## src/rtl/snax_reqrsp_to_hwpe.sv

```systemverilog
`default_nettype none
// ============================================================================
// Module   : snax_reqrsp_to_hwpe
// Purpose  : Bridges a SNAX/Snitch TCDM reqrsp initiator (q_valid/q_ready,
//            p_valid) onto an HWPE TCDM master port (req/gnt/r_valid).
//            Requests are buffered in a FIFO and issued in order. Read
//            responses return in order through a one-cycle response register.
// Ports    : clk_i, rst_ni (async, active-low)
//            tcdm_req_q_*_i / tcdm_req_q_valid_i : reqrsp request channel
//            tcdm_rsp_q_ready_o, tcdm_rsp_p_*_o  : reqrsp response channel
//            hwpe_tcdm_*                         : HWPE TCDM master (32b addr/data)
//            err_o                               : sticky protocol error flag
// Revision : 1.0 - initial release
// ============================================================================
module snax_reqrsp_to_hwpe #(
  parameter int unsigned DataWidth      = 64,
  parameter int unsigned AddrWidth      = 48,
  parameter int unsigned UserWidth      = 1,
  parameter int unsigned ReqDepth       = 4,
  parameter int unsigned MaxOutstanding = 4
) (
  input  logic                   clk_i,
  input  logic                   rst_ni,
  // reqrsp request
  input  logic [AddrWidth-1:0]   tcdm_req_q_addr_i,
  input  logic                   tcdm_req_q_write_i,
  input  logic [3:0]             tcdm_req_q_amo_i,
  input  logic [DataWidth-1:0]   tcdm_req_q_data_i,
  input  logic [DataWidth/8-1:0] tcdm_req_q_strb_i,
  input  logic [UserWidth-1:0]   tcdm_req_q_user_i,
  input  logic                   tcdm_req_q_valid_i,
  // reqrsp response
  output logic                   tcdm_rsp_q_ready_o,
  output logic                   tcdm_rsp_p_valid_o,
  output logic [DataWidth-1:0]   tcdm_rsp_p_data_o,
  // HWPE TCDM master
  output logic                   hwpe_tcdm_req_o,
  input  logic                   hwpe_tcdm_gnt_i,
  output logic [31:0]            hwpe_tcdm_add_o,
  output logic                   hwpe_tcdm_wen_o,
  output logic [3:0]             hwpe_tcdm_be_o,
  output logic [31:0]            hwpe_tcdm_data_o,
  input  logic [31:0]            hwpe_tcdm_r_data_i,
  input  logic                   hwpe_tcdm_r_valid_i,
  // status
  output logic                   err_o
);

  localparam int unsigned PtrWidth   = (ReqDepth > 1) ? $clog2(ReqDepth) : 1;
  localparam int unsigned FillWidth  = $clog2(ReqDepth + 1);
  localparam int unsigned CntWidth   = $clog2(MaxOutstanding + 1);
  localparam int unsigned EntryWidth = 32 + 1 + 32 + 4;
  localparam logic [3:0]  AmoNone    = 4'h0;

  typedef enum logic [1:0] {
    Idle  = 2'd0,
    Issue = 2'd1,
    Stall = 2'd2
  } state_e;

  // FIFO entry layout: {addr[31:0], write, data[31:0], strb[3:0]}
  logic [EntryWidth-1:0] r_mem [ReqDepth];
  logic [PtrWidth-1:0]   r_wptr, r_rptr;
  logic [FillWidth-1:0]  r_fill;
  logic [CntWidth-1:0]   r_count;
  state_e                r_state;
  logic                  r_p_valid;
  logic [31:0]           r_p_data;
  logic                  r_err;

  logic                  w_full, w_push, w_req, w_pop, w_rd_grant, w_rsp, w_bad_rsp;
  logic [EntryWidth-1:0] w_head, w_push_entry;
  logic                  w_head_write, w_next_head_write;
  logic [PtrWidth-1:0]   w_wptr_inc, w_rptr_inc, w_rptr_next;
  logic [FillWidth-1:0]  w_fill_next;
  logic [CntWidth-1:0]   w_count_next;
  state_e                w_state_next;
  logic                  w_unused;

  // Upper address/data/strobe bits and user are intentionally dropped.
  assign w_unused = ^{tcdm_req_q_addr_i, tcdm_req_q_data_i, tcdm_req_q_strb_i, tcdm_req_q_user_i};

  assign w_full             = (r_fill == FillWidth'(ReqDepth));
  assign tcdm_rsp_q_ready_o = rst_ni & ~w_full;
  assign w_push             = tcdm_req_q_valid_i & tcdm_rsp_q_ready_o;
  assign w_push_entry       = {tcdm_req_q_addr_i[31:0], tcdm_req_q_write_i,
                               tcdm_req_q_data_i[31:0], tcdm_req_q_strb_i[3:0]};

  assign w_head       = r_mem[r_rptr];
  assign w_head_write = w_head[36];
  assign w_req        = (r_state == Issue);
  assign w_pop        = w_req & hwpe_tcdm_gnt_i;
  assign w_rd_grant   = w_pop & ~w_head_write;
  assign w_rsp        = hwpe_tcdm_r_valid_i & (r_count != '0);
  assign w_bad_rsp    = hwpe_tcdm_r_valid_i & (r_count == '0);

  assign w_wptr_inc   = (r_wptr == PtrWidth'(ReqDepth - 1)) ? '0 : r_wptr + PtrWidth'(1);
  assign w_rptr_inc   = (r_rptr == PtrWidth'(ReqDepth - 1)) ? '0 : r_rptr + PtrWidth'(1);
  assign w_rptr_next  = w_pop ? w_rptr_inc : r_rptr;
  assign w_fill_next  = r_fill + FillWidth'(w_push) - FillWidth'(w_pop);
  assign w_count_next = r_count + CntWidth'(w_rd_grant) - CntWidth'(w_rsp);

  // Type of the entry that will sit at the head next cycle. When the next
  // read pointer lands on the slot being written this cycle, the head is the
  // incoming request (the slot is otherwise empty, since a full FIFO never pushes).
  assign w_next_head_write = (w_push && (w_rptr_next == r_wptr)) ? tcdm_req_q_write_i
                                                                 : r_mem[w_rptr_next][36];

  // Next state is decided from next-cycle FIFO/count values, so req is only
  // raised for a head that may legally issue; once raised it cannot be
  // withdrawn because count never grows without a grant.
  always_comb begin
    w_state_next = Issue;
    if (w_fill_next == '0) begin
      w_state_next = Idle;
    end else if (!w_next_head_write && (w_count_next == CntWidth'(MaxOutstanding))) begin
      w_state_next = Stall;
    end
  end

  always_ff @(posedge clk_i or negedge rst_ni) begin
    if (!rst_ni) begin
      r_state   <= Idle;
      r_wptr    <= '0;
      r_rptr    <= '0;
      r_fill    <= '0;
      r_count   <= '0;
      r_p_valid <= 1'b0;
      r_p_data  <= '0;
      r_err     <= 1'b0;
    end else begin
      r_state   <= w_state_next;
      r_rptr    <= w_rptr_next;
      r_fill    <= w_fill_next;
      r_count   <= w_count_next;
      r_p_valid <= w_rsp;
      if (w_push) r_wptr <= w_wptr_inc;
      if (w_rsp) r_p_data <= hwpe_tcdm_r_data_i;
      if (w_bad_rsp || (w_push && (tcdm_req_q_amo_i != AmoNone))) r_err <= 1'b1;
    end
  end

  // Storage needs no reset: occupancy is tracked by r_fill.
  always_ff @(posedge clk_i) begin
    if (w_push) r_mem[r_wptr] <= w_push_entry;
  end

  assign hwpe_tcdm_req_o  = w_req;
  assign hwpe_tcdm_add_o  = w_req ? w_head[68:37] : '0;
  assign hwpe_tcdm_wen_o  = w_req ? ~w_head_write : 1'b0;
  assign hwpe_tcdm_data_o = w_req ? w_head[35:4]  : '0;
  assign hwpe_tcdm_be_o   = w_req ? w_head[3:0]   : '0;

  assign tcdm_rsp_p_valid_o = r_p_valid;
  assign err_o              = r_err;

  generate
    if (DataWidth > 32) begin : g_pdata_wide
      assign tcdm_rsp_p_data_o = {{(DataWidth - 32){1'b0}}, r_p_data};
    end else begin : g_pdata_narrow
      assign tcdm_rsp_p_data_o = r_p_data;
    end
  endgenerate

endmodule
`default_nettype wire

```

## config.mk

```make
export PLATFORM = sky130hd
export DESIGN_NAME = snax_reqrsp_to_hwpe
export DESIGN_NICKNAME = d
export VERILOG_FILES = /design/src/rtl/snax_reqrsp_to_hwpe.sv
export SDC_FILE = /design/constraint.sdc
export NUM_CORES = 1
export LEC_CHECK = 0
export ABC_AREA = 1
export BUFFER_PORTS_ARGS = -buffer_cell sky130_fd_sc_hd__buf_2
export CAP_MARGIN = 20
export CORE_ASPECT_RATIO = 1.5
export CORE_MARGIN = 5
export CORE_UTILIZATION = 58
export DETAILED_ROUTE_END_ITERATION = 12
export GPL_ROUTABILITY_DRIVEN = 0
export PLACE_DENSITY = 0.85
export SLEW_MARGIN = 20
export SYNTH_ARGS = -nofsm -noshare
export SYNTH_HDL_FRONTEND = slang
export SYNTH_SLANG_ARGS = --single-unit
```

## constraint.sdc

```tcl
create_clock -name clk_i -period 9.75 [get_ports clk_i]
set_clock_uncertainty 0.05 [all_clocks]
set_input_delay 0.4875 -clock clk_i [delete_from_list [all_inputs] [get_ports clk_i]]
set_output_delay 0.4875 -clock clk_i [all_outputs]
set_load 0.01 [all_outputs]
```

==> results of run 1 <==
routing by layer:
layer  part of all wire [%]  global-route usage (%)
met2                     53                   40.90
met4                    2.9                   7.132
met3                    7.1                   3.820
met5                   0.14                       0
met1                     37                   25.91
per-stage QoR:
step	utilization, %	cell area, sq um	hold WS, ns
final	67.68	15040	0.09150
after global placement	63.48	14100	0.4073
after CTS	67.51	15000	0.07938
after floorplan	-	13110	0.1419
after global routing	67.67	15030	0.08125
after detailed placement	63.57	14120	0.4094
power by group:
group,total [mW],switching (mW),internal (mW)
Clock,1.04,0.466,0.571
Sequential,1.80,0.105,1.69
Combinational,1.52,1.01,0.518
Total,4.36,1.58,2.78
what timing repair did:
item                                    CTS  global route
buffers inserted                          0             0
resized for setup                         0             0
hold endpoints to repair                 15             0
hold buffers                              1             0
endpoints found under the setup margin    0             0
synth_stat cells (2+ instances only):
library cell,instances,area (sq um)
xor2_1,2,17.52
clkbuf_1,25,93.84
buf_4,45,337.8
nor2_1,281,1055
o21ai_0,132,660.6
fa_1,2,40.04
nand2_1,116,435.4
nand3_2,2,20.02
a21oi_1,70,350.3
buf_2,15,75.07
nand3_1,9,45.04
edfxtp_1,276,8288
ha_1,9,112.6
dfrtp_1,46,1151
o21ai_1,10,50.05
inv_1,26,97.59
inv_2,4,15.01
buf_1,5,18.77
nor2_4,2,22.52
nand2_2,4,25.02
nor2_2,3,18.77
xnor2_1,2,17.52
path summary, 6_finish.rpt:
check / start / slack [ns] / endpoint
setup / recovery: r_count[1] / 6.06 / r_state[0]
hold reg to reg: r_p_data[19] / 0.43 / r_p_data[19]
max in group asynchronous: rst_ni / 8.66 / r_rptr[0]
min in group asynchronous: rst_ni / 0.54 / r_p_data[21]
setup reg to reg: r_count[1] / 6.06 / r_state[0]
hold / removal: hwpe_tcdm_r_data_i[2] / 0.09 / r_p_data[2]
cell families (layout without fill, tap and decap cells):
kind of cell | count (synthesis) | count (layout) | synth area share (%)
buffers and inverters | 122 | 310 | 5.045
other | 1 | 38 | 0.02885
AOI/OAI and AO/OA | 212 | 212 | 8.164
xor gates and xnor gates | 4 | 4 | 0.2696
DFF | 322 | 322 | 72.63
and+or+nand+nor | 421 | 421 | 12.69
adders and majority gates | 11 | 11 | 1.175
final cells by class:
type	instances	area, sq um
Antenna cell	6	15.01
Timing Repair Buffer	227	1200
Inverter	31	118.9
Clock buffer	34	744.5
Multi-Input combinational cell	680	3048
Sequential cell	322	9444
Clock inverter	18	120.1
Fill cell	1578	7179
Tap cell	276	345.3
worst min-delay path, stage by stage:
cell and delay [ns]:
buf_2 0.07, nand2_1 0.04, nand2_1 0.04
registers in the layout (all words and copies together), names as in the netlist:
name / count
err_o: 1
r_count: 3
r_fill: 3
r_mem: 276
r_p_data: 32
r_rptr: 2
r_state: 2
r_wptr: 2
tcdm_rsp_p_valid_o: 1
==> impl_metrics.toml, run 1 <==
[die]
fp.dieH_microns = 193.3
rows = 67
die-area_sq_um = 25560
initial_utilization_pct = 58.50
io_pins = 300
dieWidth_microns = 132.2
design.core.area_sq_um = 22220

[worst_setup_path]
cpPeakStageDelay_ns = 0.48
critPathBufInv = 3
cp.required_ns = 10.13
crit_family = "simple AND/OR/NAND/NOR gates"
worstSetupStartpointType = "register"
cp-end-kind = "register"
reg2reg_depth = 14
slowest_stage = "nand2_2"
crit_chain = "or3_1, nand2_2, inv_2, ha_1, inv_1, ha_1, fa_1, xnor2_1, xor2_1, nand2_1, nor2_1, nand3_2, nand2_1, inv_1"
cp_max_fo = 34
worst-setup-path-type = "reg2reg"
crit_arrival_ns = 4.07
worst-path-stages = 14

[sta]
fin_crit_ns = 3.690
report.final.slew_viol_count = 0
finalSetupTns_ns = 0
setup_viol = 0
grt_setup_unrepaired = "false"
slew_headroom_pct = 30.16
layout_setup_ws_ns = 6.060
min_period_over_period_pct = 37.85
final_hold_viol_count = 0
fmax_mhz = 271.0
worst_pin_slew_ns = 1.048

[placement]
place_inst = 1534
io_buffers = 214
hpwl_microns = 16850
dp_slack_ns = 6.056

[logic_synthesis]
yosysUniqueCellTypes = 29
yosysSeqAreaShare_pct = 72.63
synth.avg_cell_area_sq_um = 11.89
synth_cells = 1093
synth_edf_count = 276
synth_warnings = 0
synth_seq_cells = 322
ys.flop_type = "edfxtp_1"
synthArstFlopShare_pct = 14.29
syn_area_sq_um = 13000

[cells_and_area]
num-nets-final = 1464
mostFrequentLayoutCells = "277 x nor2_1, 276 x edfxtp_1, 214 x buf_2"
synthToLayoutAreaGrowth_pct = 15.69
drive_gt1_share_pct = 22.10
layout_commonest_cell = "nor2_1"
fin_cells = 1594

[clock_network]
cts_buffer_depth = 3
cts_sinks = 322
clk_latency_ns = 0.53
cts_buffers = 28
cts_tree = "built"
path_clk_slew_ns = 0.07
root_buffer = "clkbuf_16"
cts_htree_levels = 1

[grt]
grt_pass1_wl_microns = 45840
grt_start_max_net_pins = 122
gr-total-overflow = 0
grt_usage_pct = 22.08
antenna_found_initial = 8
grt_pass1_vias = 9035

[routing]
dr.pass1.iters = 6
via_count = 8651
via_per_inst = 5.427
wl_microns = 28650
drc = 0
drt_iter0_drc = 595
wl_per_cell_microns = 17.97
drtAntennaViolNets = 0

[run_status]
status = "finished clean"

[hold_path]
whs_path_depth = 3
hp-class = "in2reg"

[power_and_ir_drop]
p_per_area_nw_per_um2 = 290.0
peakVddDrop_v = 0.0002787
p_leak_nw = 5.938
fin_total_pwr_mw = 4.360

[job]
cap_violations = 0
Note: power is estimated with default switching activity, not from simulation.
==> run 2, diff against run 1 <==
Settings changed: CORE_UTILIZATION 58 to 49, PLACE_DENSITY 0.85 to 0.77.
Clock period 9.75 ns to 3.1 ns, I/O delays scaled along.
==> run 2 against run 1 <==
Against the previous run: cell count is 11% higher; cell area is 8.4% higher; first-iteration DRC count is 10% lower; clock power grew to 3.5 times the previous value; total power grew to 3.3 times the previous value; flip-flop and latch count stayed put; worst setup slack worse by 5.8 ns; critical endpoint unchanged.
==> impl_metrics.toml, run 2 (synthesis gave the netlist of run 1 again) <==
[run_status]
status = "finished clean"

[clock_network]
cts_tree = "built"
cts_buffer_depth = 3
cts_sinks = 322
path_clk_slew_ns = 0.06
root_buffer = "clkbuf_16"
clk_latency_ns = 0.54
cts_resized = 0
cts_htree_levels = 1
cts_buffers = 29

[worst_setup_path]
cp_max_fo = 5
critPathBufInv = 2
crit_family = "adder cells"
crit_chain = "o21ai_0, a21oi_1, nor3_2, nand2_1, ha_1, inv_1, ha_1, fa_1, xnor2_1, xor2_1, nand2_1, nor2_1, nand3_2, nand2_1, inv_1"
cp-end-kind = "register"
crit_arrival_ns = 3.26
cpPeakStageDelay_ns = 0.50
path_common_cell = "nand2_1"
slowest_stage = "dfrtp_4"
cp.required_ns = 3.49
worstSetupStartpointType = "register"
worst-setup-path-type = "reg2reg"

[cells_and_area]
regMostFlops = "r_mem"
seq_area_sq_um = 9444
multiInputGateArea_sq_um = 3048
top_regs = "r_mem (276), r_p_data (32)"
num-nets-final = 1578
layout_commonest_cell = "nor2_1"
nFillCells = 1930
synthToLayoutAreaGrowth_pct = 25.41
drive_gt1_share_pct = 21.18
mostFrequentLayoutCells = "277 x nor2_1, 276 x edfxtp_1, 214 x buf_2"
largest_reg_flops = 276

[grt]
grt_pass1_wl_microns = 46640
antenna_found_initial = 1
grt_pass1_vias = 9139
grt_start_max_net_pins = 74
grt_usage_pct = 19.60
gr-total-overflow = 0

[sta]
final_hold_viol_count = 0
worst_pin_slew_ns = 0.9559
setup_viol = 0
fmax_mhz = 348.2
report.final.slew_viol_count = 0
grt_setup_unrepaired = "false"
min_period_over_period_pct = 92.65
fin_crit_ns = 2.872
slew_headroom_pct = 36.27
finalSetupTns_ns = 0

[routing]
met3WireLength_microns = 2522
wl_met1_microns = 11120
drtAntennaViolNets = 0
drt_iter0_drc = 535
via_count = 9063
via_per_inst = 5.138
top_layer = "met4"
met2_length_microns = 16080
dr.pass1.iters = 7
wl_per_cell_microns = 17.24
wl_microns = 30420
drc = 0

[power_and_ir_drop]
p_leak_nw = 6.464
p_per_area_nw_per_um2 = 876.1
peakVddDrop_v = 0.0006077
fin_total_pwr_mw = 14.28

[die]
dieWidth_microns = 143.0
fp.dieH_microns = 209.5
die-area_sq_um = 29950
io_pins = 300
initial_utilization_pct = 49.41
design.core.area_sq_um = 26310
rows = 73

[placement]
io_buffers = 214
hpwl_microns = 16790

[hold_path]
hp-class = "in2async"

[job]
cap_violations = 0
-- run 2: cell count changes in the layout (fill, tap and decap cells not counted), sizes merged --
cell,delta
dlygate4sd3,+105
buf,+8
diode,-5
bufinv,+3
clkinv,-3
clkbuf,+2
clkinvlp,-2
inv,+1
-- run 2: stage by stage --
stage               setup slack (ns)  instances  utilization, %  cell area, sq um  hold WS, ns
floorplan                     -1.133       1124               -             13110      -0.1906
global placement              0.2866       1603           54.20             14260       0.2309
detailed placement            0.2187       1603           54.20             14260       0.2378
CTS                           0.1849       1762           61.92             16290       0.2112
global route                0.004016       1764           61.96             16300       0.2763
finish                        0.2278       1764           61.96             16300       0.2230
-- run 2: worst paths after layout --
kind	start	endpoint	slack, ns	cells past startpoint
setup / recovery	r_rptr[0]	r_state[0]	0.23	15
hold / removal	rst_ni	r_fill[2]	0.22	3
setup reg to reg	r_rptr[0]	r_state[0]	0.23	15
hold reg to reg	r_p_data[21]	r_p_data[21]	0.42	2
max in group asynchronous	rst_ni	r_rptr[0]	2.34	3
min in group clk_i	hwpe_tcdm_r_data_i[30]	r_p_data[30]	0.30	4
-- run 2: per-layer routing --
layer / global-route usage [%] / vias up
met5: 0 / -
met3: 3.738 / 50
met2: 37.09 / 383
li1: - / 4306
met1: 22.11 / 4324
met4: 5.576 / 0
-- run 2: worst reg2reg max path, cell delays in order, from the launching register on --
cell and delay, ns:
dfrtp_4 0.50, o21ai_0 0.17, a21oi_1 0.08, nor3_2 0.20
nand2_1 0.08, ha_1 0.27, inv_1 0.03, ha_1 0.19
fa_1 0.42, xnor2_1 0.18, xor2_1 0.21, nand2_1 0.07
nor2_1 0.11, nand3_2 0.10, nand2_1 0.07, inv_1 0.03
-- run 2: area by class of cell --
class,instances,area share [%]
inverters,31,0.7293
clock inverters,17,1.205
repair buffers,340,14.08
multi-input cells,680,18.70
diodes,1,0.01535
clock buffers,36,4.737
well taps,337,2.587
flip-flops and latches,322,57.95
-- run 2: power by group --
part	total [mW]	internal, mW	switching (mW)
clock network	3.60	2.10	1.49
registers	5.52	5.32	0.197
logic	5.16	1.76	3.40
total	14.3	9.19	5.09
-- run 2: repair_timing --
action	in CTS	in global routing
hold endpoints to repair	360	0
hold buffers	106	0
setup endpoints to repair	0	1
setup buffers	0	1
==> run 3, diff against run 2 <==
Settings changed: PLACE_DENSITY 0.77 to 0.76.
==> run 3 against run 2 <==
Against the previous run: cell count unchanged; global-route usage down 0.49 points; worst hold slack better by 0.017 ns; clock power down 7.2%; non-clock buffer count unchanged; die area unchanged; combinational power down 0.8%; largest cell class unchanged; sequential power about the same; core utilization down 0.13 points; worst setup slack better by 0.021 ns; maximum frequency up 0.73%; critical path depth unchanged.
==> impl_metrics.toml, run 3 (synthesis gave the netlist of run 1 again) <==
[run_status]
status = "finished clean"

[cells_and_area]
mostFrequentLayoutCells = "277 x nor2_1, 276 x edfxtp_1, 214 x buf_2"
top_regs = "r_mem (276), r_p_data (32)"
num-nets-final = 1578
layout_commonest_cell = "nor2_1"
drive_gt1_share_pct = 20.84
finalInstanceArea_sq_um = 16260
largest_reg_flops = 276
post-route-util_pct = 61.82
regMostFlops = "r_mem"
nFillCells = 1930
synthToLayoutAreaGrowth_pct = 25.14

[worst_setup_path]
cp-end-kind = "register"
worst-setup-path-type = "reg2reg"
cp_max_fo = 5
reg2reg_depth = 15
cp.required_ns = 3.49
crit_arrival_ns = 3.24
worstSetupStartpointType = "register"

[routing]
wl_per_cell_microns = 16.87
drc = 0
wl_microns = 29750
via_count = 9066
drtAntennaViolNets = 0
via_per_inst = 5.139
dr.pass1.iters = 5
drt_iter0_drc = 458

[grt]
grt_start_max_net_pins = 74
antenna_found_initial = 2
grt_usage_pct = 19.11
gr-total-overflow = 0
grt_pass1_wl_microns = 45440
grt_pass1_vias = 9018

[sta]
worst_pin_slew_ns = 0.9573
hold_ws_ns = 0.2399
fin_crit_ns = 2.851
min_period_over_period_pct = 91.98
setup_viol = 0
report.final.slew_viol_count = 0
slew_headroom_pct = 36.18
fmax_mhz = 350.7
final_hold_viol_count = 0
grt_setup_unrepaired = "false"
finalSetupTns_ns = 0

[power_and_ir_drop]
p_clk_share_pct = 23.9
p_leak_nw = 6.418
p_per_area_nw_per_um2 = 859.7
swShare_pct = 35.94
comb_power_share_pct = 36.6
p_int_mw = 8.956
power_switching_mw = 5.025
p_seq_share_pct = 39.5
peakVddDrop_v = 0.0006306

[placement]
io_buffers = 214
hpwl_microns = 16870
post_dp_cell_area_sq_um = 14300

[clock_network]
cts_sinks = 322
clk_latency_ns = 0.54
cts_buffers = 29
path_clk_slew_ns = 0.06
cts_htree_levels = 1
root_buffer = "clkbuf_16"
cts_resized = 0
cts_setup_buffers = 0
cts_tree = "built"
cts_buffer_depth = 3

[die]
die-area_sq_um = 29950
design.core.area_sq_um = 26310
dieWidth_microns = 143.0
rows = 73
io_pins = 300
initial_utilization_pct = 49.41
fp.dieH_microns = 209.5

[hold_path]
hp-class = "in2async"

[job]
cap_violations = 0
==> run 3: through the flow <==
| stage | power, mW | std cells | setup slack (ns) |
|---|---|---|---|
| after CTS | 14.11 | 1762 | 0.2304 |
| after detailed placement | 10.62 | 1604 | 0.2347 |
| final | 13.98 | 1764 | 0.2487 |
| after global placement | 10.49 | 1604 | 0.2964 |
| after floorplan | 8.875 | 1124 | -1.133 |
| after global routing | 14.87 | 1764 | 0.04799 |
==> run 3: power by group through the flow <==
stage | combinational, mW | clock [mW] | sequential (mW)
5_1_grt | 5.69 | 3.62 | 5.56
3_3_place_gp | 4.91 | 0 | 5.58
2_1_floorplan | 3.20 | 0 | 5.67
6_report | 5.12 | 3.34 | 5.52
4_1_cts | 5.17 | 3.43 | 5.51
3_5_place_dp | 5.02 | 0 | 5.60
==> run 3: worst max-delay path, cell delays in order (launching register included) <==
cell and delay, ns:
dfrtp_4 0.50, o21ai_0 0.17, a21oi_1 0.07, nor3_2 0.19, nand2_1 0.07, ha_1 0.27
inv_1 0.04, ha_1 0.19, fa_1 0.41, xnor2_1 0.18, xor2_1 0.21, nand2_1 0.07
nor2_1 0.12, nand3_2 0.10, nand2_1 0.06, inv_1 0.04
==> run 3: final cells by class <==
type / count / area [sq um] / area share, %
multi-input combinational: 680 / 3048 / 18.74
timing repair buffer: 340 / 2332 / 14.34
clock buffer: 35 / 748.2 / 4.601
clock inverter: 17 / 145.1 / 0.8924
inverter: 31 / 118.9 / 0.7309
tap: 337 / 421.7 / 2.593
sequential: 322 / 9444 / 58.07
antenna: 2 / 5.005 / 0.03077
==> run 3: per-layer routing <==
layer,GRT usage (%),wire (microns),up-vias
li1,-,-,4302
met5,0,0,-
met4,7.445,869,0
met1,21.32,10790,4328
met2,35.71,15680,383
met3,3.237,2413,53
==> run 3: path summary, 6_finish.rpt <==
check / end / from / slack (ns)
min: r_count[0] / rst_ni / 0.24
max reg2reg: r_state[0] / r_rptr[0] / 0.25
max: r_state[0] / r_rptr[0] / 0.25
max in group asynchronous: r_rptr[0] / rst_ni / 2.30
min reg2reg: r_p_data[1] / r_p_data[1] / 0.43
min in group clk_i: r_p_data[10] / hwpe_tcdm_r_data_i[10] / 0.30
==> run 3: repair_timing <==
action,4_1_cts,5_1_grt
setup endpoints to repair,0,0
endpoints found under the hold margin,360,0
hold buffers,106,0
